File: src/rtl/bus_drive_ctrl.sv
// Bus source/destination controller: encodes a one-hot source request into the
// 5-bit bus select, holds it for a settle window, then strobes destination loads.
module bus_drive_ctrl #(
    parameter int SETTLE_CYCLES = 1,
    parameter int CNT_W         = 16
) (
    input  logic             clock,
    input  logic             clear,
    input  logic             req,
    input  logic [23:0]      src_out,
    input  logic [23:0]      dst_in,
    output logic             ready,
    output logic [4:0]       select,
    output logic             bus_drive,
    output logic [23:0]      load_en,
    output logic             done,
    output logic             err,
    output logic [CNT_W-1:0] xfer_count
);

    typedef enum logic [1:0] {IDLE, DRIVE, LOAD} state_t;

    localparam logic [3:0] SETTLE_LOAD = 4'(SETTLE_CYCLES - 1);

    state_t      state;
    logic [3:0]  settleCnt;
    logic [23:0] dstMask;
    logic [4:0]  srcCode;
    logic [4:0]  codeTerm [24];
    logic        srcOneHot;
    logic        reqLegal;

    // Each source bit contributes its own index; a legal request has only one.
    for (genvar gi = 0; gi < 24; gi++) begin : g_code
        assign codeTerm[gi] = src_out[gi] ? 5'(gi) : 5'd0;
    end

    always_comb begin
        srcCode = 5'd0;
        for (int i = 0; i < 24; i++) begin
            srcCode = srcCode | codeTerm[i];
        end
    end

    // InPort and C_sign_extended are read-only, so they may never be loaded.
    assign srcOneHot = (src_out != 24'd0) && ((src_out & (src_out - 24'd1)) == 24'd0);
    assign reqLegal  = srcOneHot && (dst_in != 24'd0) && (dst_in[23:22] == 2'b00);

    always_ff @(posedge clock) begin
        if (clear) begin
            state      <= IDLE;
            settleCnt  <= 4'd0;
            dstMask    <= 24'd0;
            ready      <= 1'b0;
            select     <= 5'd0;
            bus_drive  <= 1'b0;
            load_en    <= 24'd0;
            done       <= 1'b0;
            err        <= 1'b0;
            xfer_count <= '0;
        end else begin
            done    <= 1'b0;
            err     <= 1'b0;
            load_en <= 24'd0;
            case (state)
                IDLE: begin
                    ready <= 1'b1;
                    if (req && ready) begin
                        if (reqLegal) begin
                            state     <= DRIVE;
                            select    <= srcCode;
                            bus_drive <= 1'b1;
                            ready     <= 1'b0;
                            dstMask   <= dst_in;
                            settleCnt <= SETTLE_LOAD;
                        end else begin
                            err <= 1'b1;
                        end
                    end
                end
                DRIVE: begin
                    if (settleCnt == 4'd0) begin
                        state   <= LOAD;
                        load_en <= dstMask;
                        done    <= 1'b1;
                    end else begin
                        settleCnt <= settleCnt - 4'd1;
                    end
                end
                LOAD: begin
                    state      <= IDLE;
                    bus_drive  <= 1'b0;
                    ready      <= 1'b1;
                    xfer_count <= xfer_count + CNT_W'(1);
                end
                default: begin
                    state <= IDLE;
                end
            endcase
        end
    end

endmodule

File: config.mk
export PLATFORM = sky130hd
export DESIGN_NAME = bus_drive_ctrl
export DESIGN_NICKNAME = d
export VERILOG_FILES = /design/src/rtl/bus_drive_ctrl.sv
export SDC_FILE = /design/constraint.sdc
export NUM_CORES = 1
export LEC_CHECK = 0
export CAP_MARGIN = 30
export CORE_UTILIZATION = 43
export DETAILED_ROUTE_END_ITERATION = 6
export PLACE_DENSITY = 0.76
export SLEW_MARGIN = 20
export SYNTH_ARGS = -nofsm -noshare
export SYNTH_HDL_FRONTEND = slang
export SYNTH_SLANG_ARGS = --single-unit
File: constraint.sdc
create_clock -name clock -period 2.49 [get_ports clock]
set_clock_uncertainty 0.1 [all_clocks]
set_input_delay 0.3735 -clock clock [delete_from_list [all_inputs] [get_ports clock]]
set_output_delay 0.3735 -clock clock [all_outputs]
set_load 0.03 [all_outputs]
==> impl_metrics.csv, run 1 <==
group,metric,value,unit
place,port_buffers,99,
global_routing,grt_pass1_wl,14700,um
floorplan,core-area,7730,um^2
sta,setup_viol,15,
outcome,violations,"negative setup slack",
sta,whs,0.235,ns
synth,synth_edf_count,0,
clocking,cts_buffers,9,
global_routing,antenna_found_initial,0,
routing,drt_iter0_drc,98,
sta,slew_headroom,0.656,
pwr,vdd_drop_max,0.312,mV
floorplan,rows,32,
clocking,cts.clk_slew.worst_paths,0.09,ns
clocking,htreeDepth,3,
final_layout,fin_util,0.727,
routing,wl_per_cell,14.8,um
floorplan,die_y,91.3,um
sta,finalMaxSlewViolations,0,
setup_path,critPathRequiredTime,2.63,ns
run,drv_cap,0,
setup_path,r2r_start,"settleCnt[0]$_SDFFE_PP0P_",
floorplan,fp.dieW,91.3,um
sta,fin_crit_sh,1.04,
setup_path,timing.rr.end,"settleCnt[3]$_SDFFE_PP0P_",
pwr,p_per_area,467,nW/um^2
clocking,holdBufCountCts,0,
routing,vias,3162,
floorplan,die-area,8340,um^2
outcome,status,"finished with violations",
worst_hold_path,hold_depth,3,
routing,ant_nets,0,
routing,wl,9370,um
worst_hold_path,hold_path_class,"in2reg",
worst_hold_path,min-delay-start,"dst_in[14]",
sta,fin_ws,-0.0950,ns
synth,ys_warn_count,0,
clocking,insertion_delay,0.35,ns
pwr,p_leak,0.00226,uW
sta,final_hold_viol_count,0,
place,gp_congestion,0.896,
synth,synth.distinct_cells,46,
clocking,cts_tree,"done",
place,pre_cts_ws,-0.874,ns
sta,grt_setup_unrepaired,"yes",
place,dp.cells,595,
clocking,cts_sinks,79,
final_layout,num_antenna_cells,0,
synth,netlist_instances,352,
setup_path,path_class,"in2reg",
setup_path,crit_arrival,2.73,ns
clocking,cts_root_buf,"clkbuf_8",
final_layout,final_area,5620,um^2
place,place_area,4960,um^2
floorplan,initial_utilization,0.444,
worst_hold_path,holdPathEnd,"dstMask[14]$_SDFFE_PP0P_",
setup_path,cp_max_fo,6,
synth,syn_area,3430,um^2
setup_path,regToRegSetupSlack,0.37,ns
final_layout,synthToLayoutAreaGrowth,63.6,%
setup_path,setup.worst_path.end_class,"flip-flop",
routing,viasPerCell,5.00,
setup_path,r2r_cells,7,
synth,ys_ff_latch,79,
synth,ys.flop_type,"dfxtp_1",
synth,ys_seq_area_frac,0.461,
setup_path,crit_path_start_kind,"input port",
clocking,clock_path_buffers,2,
global_routing,grt_pass1_vias,3201,
sta,worst_pin_slew,0.515,ns
final_layout,drive_above_1_share,0.300,
global_routing,grt-ovfl-total,0,
routing,drt_pass1_iterations,4,
routing,drc_errors,0,
sta,min_period,2.59,ns
final_layout,fin_cells,632,
final_layout,nets,579,
global_routing,grt_max_degree,66,
synth,async_flop_share,0,
synth,avgSynthCellArea,9.75,um^2
global_routing,grt_usage,0.223,
synth,synth_fp_nets,406,
place,dp_hpwl,5910,um
floorplan,boundaryPins,100,
sta,max_freq,0.387,GHz
[Yosys cell counts (all sizes together), types with 9 or more instances]
| cell type | n | share of area |
|---|---|---|
| nand2b | 45 | 0.082 |
| mux2i | 23 | 0.067 |
| clkbuf | 13 | 0.014 |
| nor3 | 9 | 0.013 |
| dfxtp | 79 | 0.46 |
| nor2 | 23 | 0.025 |
| xor2 | 13 | 0.033 |
| and2 | 25 | 0.046 |
| nand3 | 9 | 0.013 |
| nor2b | 9 | 0.016 |
| nor4 | 17 | 0.042 |
[how the worst max path moves through the flow]
stage	start	end	slack [ns]	cells past startpoint
5_1_grt	src_out[0]	select[1]$_SDFFE_PP0P_	-0.19	9
3_5_place_dp	src_out[5]	select[3]$_SDFFE_PP0P_	-0.87	7
4_1_cts	src_out[16]	dstMask[14]$_SDFFE_PP0P_	0.001	11
3_3_place_gp	src_out[5]	select[1]$_SDFFE_PP0P_	-0.82	7
2_1_floorplan	src_out[5]	select[0]$_SDFFE_PP0P_	-0.13	7
6_report	src_out[15]	select[2]$_SDFFE_PP0P_	-0.1	7
[through the flow]
step | power, uW | setup TNS, ns
after global routing | 2720 | -2.09
after global placement | 1540 | -25.27
after CTS | 2610 | 0
after floorplan | 1360 | -0.628
after detailed placement | 1540 | -26.53
final | 2620 | -0.498
[logic make-up (layout without fill, tap and decap cells)]
logic type | count (synthesis) | in the layout | synth area share
AOI/OAI and AO/OA | 23 | 23 | 0.0459
xor gates and xnor gates | 17 | 17 | 0.0434
adders and majority gates | 6 | 6 | 0.0201
buffers and inverters | 21 | 199 | 0.0252
DFF | 79 | 79 | 0.461
muxes | 28 | 28 | 0.0879
and+or+nand+nor | 178 | 178 | 0.317
[registers in the layout, summed over array words and instances (netlist names)]
signal / cells
dstMask: 24
select: 5
ready: 1
state: 2
err: 1
bus_drive: 1
settleCnt: 4
load_en: 24
done: 1
xfer_count: 16
[placed cells by master, fill, tap and decap left out, types with 12 or more instances in the layout]
master | synthesis | routed
and2_1 | 25 | 25
buf_2 | 3 | 12
buf_4 | 1 | 66
buf_6 | 0 | 13
clkdlybuf4s50_1 | 0 | 64
dfxtp_1 | 79 | 79
dlymetal6s2s_1 | 0 | 12
mux2i_1 | 23 | 21
nand2b_1 | 45 | 45
nor2_1 | 23 | 22
xor2_1 | 13 | 13
[report_power, final]
part / switching (uW) / internal [uW] / leakage [uW]
sequential: 0.893 / 1260 / 0.000636
clock: 512 / 577 / 0.000111
combinational: 115 / 155 / 0.00152
total: 628 / 2000 / 0.00226
[final cells by class]
cell class              instances  area (um^2)
clock buffers                   9          124
clock inverters                 7          103
fillers                       529         2110
inverters                       3         11.3
multi-input cells             252         1980
flip-flops and latches         79         1580
well taps                     102          128
repair buffers                180         1690
[layer usage]
layer | vias up | routed length, um | part of all wire | track usage
li1 | 1574 | - | - | -
met1 | 1489 | 3930 | 0.42 | 0.251
met4 | 0 | 207 | 0.022 | 0.0820
met2 | 78 | 4870 | 0.52 | 0.404
met5 | - | 0 | 0 | 0
met3 | 21 | 357 | 0.038 | 0.0578
[worst max-delay path: stages]
cell and delay, ns:
dlygate4sd2_1 0.33, or3_4 0.43, o41ai_4 0.35, o211ai_1 0.18
buf_4 0.17, or4_4 0.57, mux2_4 0.32
[repair_timing]
item | 4_1_cts | 5_1_grt
buffers inserted | 13 | 9
pin swaps | 23 | 22
gates cloned | 3 | 0
gates resized for setup | 117 | 38
endpoints found under the setup margin | 36 | 36
Power figures use the tool's default switching activity.
==> run 2, diff against run 1 <==
CAP_MARGIN = 10   (was 30)
GPL_TIMING_DRIVEN = 0   (was unset)
==> impl_metrics.csv, run 2 (same netlist as run 1, synthesis figures left out) <==
group,metric,value,unit
pwr,seq_power_share,0.486,
final_layout,num_antenna_cells,0,
routing,viasPerCell,5.10,
routing,vias,3009,
outcome,status,"finished with violations",
pwr,power.internal,2050,uW
global_routing,grt_usage,0.209,
routing,drt_pass1_iterations,4,
clocking,clock_path_buffers,2,
routing,wl_per_cell,14.3,um
pwr,p_per_area,511,nW/um^2
sta,finalMaxSlewViolations,0,
setup_path,cpPeakStageDelay,0.57,ns
floorplan,fp.dieW,91.3,um
pwr,p_sw,556,uW
setup_path,critPathLaunch,"src_out[6]",
clocking,cts_root_buf,"clkbuf_8",
worst_hold_path,min-delay-start,"dstMask[23]$_SDFFE_PP0P_",
routing,drc_errors,0,
setup_path,path_class,"in2reg",
clocking,cts_buffers,9,
routing,wl,8440,um
final_layout,filler_cell_count,588,
sta,final_hold_viol_count,0,
floorplan,core-area,7730,um^2
clocking,cts_sinks,79,
setup_path,setup.worst_path.end_class,"flip-flop",
setup_path,crit_path_start_kind,"input port",
routing,drt_iter0_drc,99,
setup_path,r2r_start,"settleCnt[0]$_SDFFE_PP0P_",
global_routing,grt_max_degree,14,
sta,fin_ws,-0.0835,ns
pwr,pwr-share-clk,0.433,
clocking,htreeDepth,3,
final_layout,final_area,5090,um^2
final_layout,synthToLayoutAreaGrowth,48.3,%
final_layout,drive_above_1_share,0.186,
place,pre_cts_ws,-1.18,ns
sta,grt_setup_unrepaired,"yes",
place,gp_congestion,0.836,
routing,ant_nets,0,
place,port_buffers,99,
sta,fin_crit_sh,1.03,
floorplan,rows,32,
setup_path,cpMaxStageDelayCell,"or4_1",
outcome,violations,"negative setup slack",
sta,max_freq,0.389,GHz
sta,worst_pin_slew,0.490,ns
place,place_area,4560,um^2
final_layout,fin_util,0.659,
run,drv_cap,0,
setup_path,crit_chain,"buf_8 -> nor4_4 -> buf_4 -> nand4b_1 -> o41ai_4 -> o211ai_1 -> or4_1 -> buf_6 -> mux2_4",
final_layout,final_common_cell,"dfxtp_1",
final_layout,nets,537,
place,dp_hpwl,6030,um
pwr,swShare,0.214,
worst_hold_path,hold_path_class,"reg2reg",
setup_path,crit_arrival,2.70,ns
setup_path,cp_max_fo,5,
pwr,p_leak,0.00186,uW
sta,fin_setup_tns,-0.329,ns
clocking,insertion_delay,0.35,ns
setup_path,critPathRequiredTime,2.61,ns
clocking,cts.clk_slew.worst_paths,0.08,ns
final_layout,final_cell_mix,"79 x dfxtp_1, 77 x clkdlybuf4s50_1, 45 x nand2b_1",
clocking,cts_tree,"done",
floorplan,die_y,91.3,um
global_routing,antenna_found_initial,0,
pwr,vdd_drop_max,0.272,mV
global_routing,grt_pass1_wl,13800,um
global_routing,grt_pass1_vias,3037,
pwr,power_frac_comb,0.081,
floorplan,boundaryPins,100,
sta,setup_viol,5,
final_layout,top_regs,"dstMask x24, load_en x24, xfer_count x16",
sta,whs,0.350,ns
floorplan,die-area,8340,um^2
floorplan,initial_utilization,0.444,
sta,slew_headroom,0.673,
global_routing,grt-ovfl-total,0,
sta,min_period,2.57,ns
## run 2: layout make-up
type	count	area [um^2]	share of cell area
Timing Repair Buffer	120	1140	0.223
Clock inverter	5	104	0.0204
Clock buffer	11	131	0.0258
Multi-Input combinational cell	252	1890	0.372
Inverter	3	11.3	0.00221
Buffer	18	105	0.0206
Sequential cell	79	1580	0.311
Tap cell	102	128	0.0251
## run 2: metal layers
layer / global-route usage / vias to the layer above / routed length (um)
met1: 0.244 / 1426 / 3690
met5: 0 / - / 0
met2: 0.370 / 77 / 4250
li1: - / 1493 / -
met3: 0.0394 / 13 / 333
met4: 0.0952 / 0 / 163
## run 2: stage by stage
stage	std cells	power (uW)
floorplan	352	1360
global placement	553	1490
detailed placement	553	1490
CTS	584	2610
global route	590	2700
finish	590	2600
## run 2: worst paths after layout
path | endpoint | slack, ns | cells past startpoint
setup / recovery | select[3]$_SDFFE_PP0P_ | -0.08 | 9
hold / removal | load_en[23]$_SDFF_PP0_ | 0.35 | 1
setup reg to reg | settleCnt[3]$_SDFFE_PP0P_ | 0.26 | 8
hold reg to reg | load_en[23]$_SDFF_PP0_ | 0.35 | 1
## run 2: power groups by stage
| stage | Clock (uW) | Sequential (uW) | Combinational (uW) |
|---|---|---|---|
| after floorplan | 0 | 1300 | 62.8 |
| after global placement | 0 | 1290 | 193 |
| after detailed placement | 0 | 1290 | 194 |
| after CTS | 1140 | 1260 | 202 |
| after global routing | 1210 | 1260 | 227 |
| final | 1130 | 1260 | 211 |
## run 2: critical path, delay by kind of cell
kind,cells,cell delay (ns)
buffers and inverters,3,0.43
AO/OA/AOI/OAI,2,0.54
AND/OR/NAND/NOR,3,1.07
multiplexers,1,0.28
## run 2: what timing repair did
item                       in CTS  in global routing
resized for setup              99                 24
buffers inserted               15                  6
setup endpoints to repair      36                 36
hold endpoints to repair        0                  0
pin swaps                      18                 10
gates cloned                    0                  1
hold buffers                    0                  0
==> edit 1 (settings of run 2) <==
Change the parameter `CNT_W` from 16 to 32.
--- a/src/rtl/bus_drive_ctrl.sv
+++ b/src/rtl/bus_drive_ctrl.sv
@@ -2,7 +2,7 @@
 // 5-bit bus select, holds it for a settle window, then strobes destination loads.
 module bus_drive_ctrl #(
     parameter int SETTLE_CYCLES = 1,
-    parameter int CNT_W         = 16
+    parameter int CNT_W         = 32
 ) (
     input  logic             clock,
     input  logic             clear,
Ports: changed (resized xfer_count); port bits go from 100 to 116. No check against the original RTL was run, so the function may have changed too.
==> edit 1 against run 2 <==
The flow still finishes with violations (setup timing). Synthesized area rose by 22%. Power rose by 5.3%. Utilization fell by 1.3 points. Cell area rose by 18%. Cell count rose by 22%. Setup slack improved by 27 ps. Sequential cell count rose by 16. Synthesized cell count rose by 26%. Wire length rose by 23%. Critical endpoint is now settleCnt[3].
==> edit 1: results (changes against run 2) <==
metric	value	unit	change
status	complete, but fails checks		
failing checks	setup timing		
initial antenna violation count	0		unchanged
first-pass GRT wire length	16500	um	+20%
final setup fails	21		+16
Placed Instances	686		+24%
WL final	10400	um	+23%
first drt pass iteration count	4		unchanged
register area share after synthesis	45.5	%	-0.56 points
ys flop type	dfxtp_1		
GRT Total Usage	20.5	%	-0.41 points
largest net degree at the start of global routing	20		+6
measured slew at the worst slew-check pin	508	ps	+17.3 ps
synth unique cells	49		+6.5%
half-perimeter wire length after placement	7400	um	+23%
1st-iter DRT viols	125		+26%
root buffer cell	clkbuf_8		
synth top area cells	dfxtp_1 (46%), nand2b_1 (7.0%), mux2i_1 (5.8%), nor2_1 (4.4%), xor2_1 (3.8%)		
htree depth	3		unchanged
worst path arrival time	2670	ps	-30 ps
Nets	641		+19%
Critical Path Fanout Max	6		+1
Max clock buf depth	2		unchanged
TritonCTS buffer count	9		unchanged
clock-pin transition on the worst setup and hold timing paths	100	ps	+20 ps
routability cong.	0.888		+6.3%
HP Class	flip-flop to flip-flop		
Post-synth ARST share	0	%	unchanged
biggest regs	xfer_count x32, dstMask x24, load_en x24		
clk_lat worst skew	360	ps	
layout cell share with drive strength beyond 1	14.4	%	-4.3 points
Placed Area	5530	um^2	+21%
Cell Count, Final, Fillers Out	721		+22%
vias in the first global route	3482		+15%
commonest cells in the netlist	dfxtp_1 (95), nor2_1 (49), nand2b_1 (47)		
P_leak	2.12	nW	+14%
detail-routed via count per cell	5.10		about the same
average size of a mapped cell	9.43	um^2	-3.3%
syn nets	497		+22%
setup ws final	-56.8	ps	+26.7 ps
port bufs	114		+15%
Syn. warnings	0		unchanged
Worst IR Drop VDD	303	uV	+12%
Inserted Diodes	0		unchanged
## edit 1: repair_timing
item | 4_1_cts | 5_1_grt
cloned | 2 | 1
setup buffers | 7 | 9
resized for setup | 79 | 27
endpoints found under the hold margin | 0 | 0
pin swaps | 3 | 10
setup endpoints to repair | 43 | 49
## edit 1: worst max-delay path, cell delays in order
cell and delay [ps]:
buf_4 140, or4_4 540, or4_4 440, o21ai_2 150, nand3_2 140, nor4_4 300
buf_4 170, buf_12 130, bufbuf_16 260, nor3_1 40
## edit 1: final timing paths
check | start | end | slack [ps] | cells past startpoint
worst max-delay path | src_out[15] | settleCnt[3] | -60 | 10
worst min-delay path | dstMask[1] | load_en[1] | 360 | 1
worst max register to register | xfer_count[0] | xfer_count[20] | 180 | 7
worst min register to register | dstMask[1] | load_en[1] | 360 | 1
## edit 1: logic make-up (layout without fill, tap and decap cells)
family                   after synthesis  count (layout)  share of synthesized area, %
multiplexers                          28              28                          7.19
XOR/XNOR                              29              29                          6.08
buffers and inverters                 20             169                          2.52
AO/OA/AOI/OAI                         39              39                          6.23
flip-flops                            95              95                          45.5
adder cells (fa/ha/maj)                4               4                          1.14
AND/OR/NAND/NOR                      228             228                          31.3
## edit 1: area by class of cell
| type | count | area, um^2 |
|---|---|---|
| fill | 776 | 3300 |
| multi-input combinational | 328 | 2310 |
| sequential | 95 | 1900 |
| timing repair buffer | 133 | 1330 |
| tap | 129 | 161 |
| clock buffer | 9 | 124 |
| buffer | 17 | 113 |
| clock inverter | 7 | 73.8 |
| inverter | 3 | 11.3 |
## edit 1: per-layer routing
metal | share of wire (%) | track usage (%) | wire length, um
met1 | 45 | 26.8 | 4740
met2 | 49 | 34.6 | 5060
met3 | 4.1 | 2.84 | 423
met4 | 1.9 | 7.47 | 194
met5 | 0 | 0 | 0
## edit 1: metrics by stage
stage / total power, mW / setup TNS (ps) / util (%) / setup WS [ps] / hold slack (ps)
after CTS: 2.76 / -3030 / 63.2 / -122 / 360
final: 2.74 / -424 / 64.6 / -56.8 / 362
after detailed placement: 1.76 / -43890 / 59.3 / -1210 / 339
after global placement: 1.76 / -42220 / 59.3 / -1150 / 337
after floorplan: 1.63 / -10140 / - / -303 / 319
after global routing: 2.85 / -3110 / 64.6 / -137 / 377
## edit 1: where the power goes
part           total, mW  switching [mW]  internal (mW)
Clock               1.00           0.603          0.397
Sequential          1.52         0.00112           1.52
Combinational      0.218           0.108          0.110
==> edit 2 (flow settings as in run 2) <==
Without the edit above. Register the output `xfer_count` once more, without a reset; this adds one clock of latency there. The other outputs are not delayed to match.
--- a/src/rtl/bus_drive_ctrl.sv
+++ b/src/rtl/bus_drive_ctrl.sv
@@ -21,6 +21,8 @@
     typedef enum logic [1:0] {IDLE, DRIVE, LOAD} state_t;
 
     localparam logic [3:0] SETTLE_LOAD = 4'(SETTLE_CYCLES - 1);
+
+    logic [CNT_W-1:0] xfer_count_s0;
 
     state_t      state;
     logic [3:0]  settleCnt;
@@ -57,7 +59,7 @@
             load_en    <= 24'd0;
             done       <= 1'b0;
             err        <= 1'b0;
-            xfer_count <= '0;
+            xfer_count_s0 <= '0;
         end else begin
             done    <= 1'b0;
             err     <= 1'b0;
@@ -91,7 +93,7 @@
                     state      <= IDLE;
                     bus_drive  <= 1'b0;
                     ready      <= 1'b1;
-                    xfer_count <= xfer_count + CNT_W'(1);
+                    xfer_count_s0 <= xfer_count_s0 + CNT_W'(1);
                 end
                 default: begin
                     state <= IDLE;
@@ -100,5 +102,9 @@
         end
     end
 
+    always_ff @(posedge clock) begin
+        xfer_count <= xfer_count_s0;
+    end
+
 endmodule
 
Formal check against the unedited RTL: not equivalent (a bounded check fails within 10 cycles, from zero or initial values).
==> edit 2 against run 2 <==
Clock power down 12%. Die area grew 10%. Cell area increased by 7.5%. Sequential cell count rose by 16. Power rose by 5.4%. Setup slack improved by 100 ps. Count of clock-buffer cells in the layout grew 1. Worst hold slack got worse by 80 ps. Wire length up 6.2%. Synthesized area increased by 10%. Largest cell class unchanged.
==> edit 2: results (changes against run 2) <==
metric	value	unit	change
status	complete, no violations		
Critical Path Fanout Max	6		+1
Worst IR Drop VDD	291	uV	+7.0%
buffering overhead	23.1	%	-1.3 points
register area share after synthesis	50.1	%	+4.1 points
Post-Syn Instances	375		+6.5%
worst reg2reg path depth	7		-1
Placed Instances	579		+4.7%
end of the critical path	select[4]		
first-pass GRT wire length	14100	um	+2.1%
Synth Area in Compound Gates	6.53	%	+1.9 points
Layout Area Growth over Synthesis	44.3	%	
met3 routed WL	380	um	+14%
P_leak	1.99	nW	+6.8%
Placed Area	4960	um^2	+8.6%
biggest regs	dstMask x24, load_en x24		
layout cell share with drive strength beyond 1	16.2	%	-2.4 points
fraction of area in multi-input gates	35.7	%	-1.5 points
worst path arrival time	2610	ps	-90 ps
Synth Area in XOR/XNOR	3.00	%	-1.3 points
synth top area cells	dfxtp_1 (50%), nand2b_1 (8.1%), mux2i_1 (6.3%), and2_1 (4.1%), nor2_1 (2.1%)		
CLK BUF	12		+1
syn nets	429		+5.7%
Cell Count, Final, Fillers Out	617		+4.6%
R2R Path Start	state[0]		
met1 Usage GRT	24.7	%	+0.33 points
Non-clock inverters	6		+3
mux cell area share after synthesis	7.92	%	-0.87 points
average size of a mapped cell	10.1	um^2	+3.7%
Logic power comb	0.223	mW	+6%
FF+latch count	95		+20%
synth unique cells	49		+6.5%
[edit 2: cells by family (layout without fill, tap and decap cells)]
family | count (synthesis) | after routing
flip-flops | 95 | 95
multiplexers | 28 | 28
XOR/XNOR | 13 | 13
AND/OR/NAND/NOR | 176 | 176
buffers and inverters | 22 | 159
AO/OA/AOI/OAI | 36 | 36
adder cells (fa/ha/maj) | 5 | 5
[edit 2: worst max-delay path, stage by stage]
cell	delay (ps)
dlygate4sd2_1	300
or4_4	570
o31ai_4	230
o2111ai_4	180
or4_4	630
mux2_4	320
[edit 2: repair_timing]
| item | CTS | global route |
|---|---|---|
| pin swaps | 11 | 15 |
| cloned | 0 | 2 |
| buffers inserted | 15 | 6 |
| hold endpoints to repair | 0 | 0 |
| endpoints found under the setup margin | 36 | 35 |
| resized for setup | 56 | 51 |
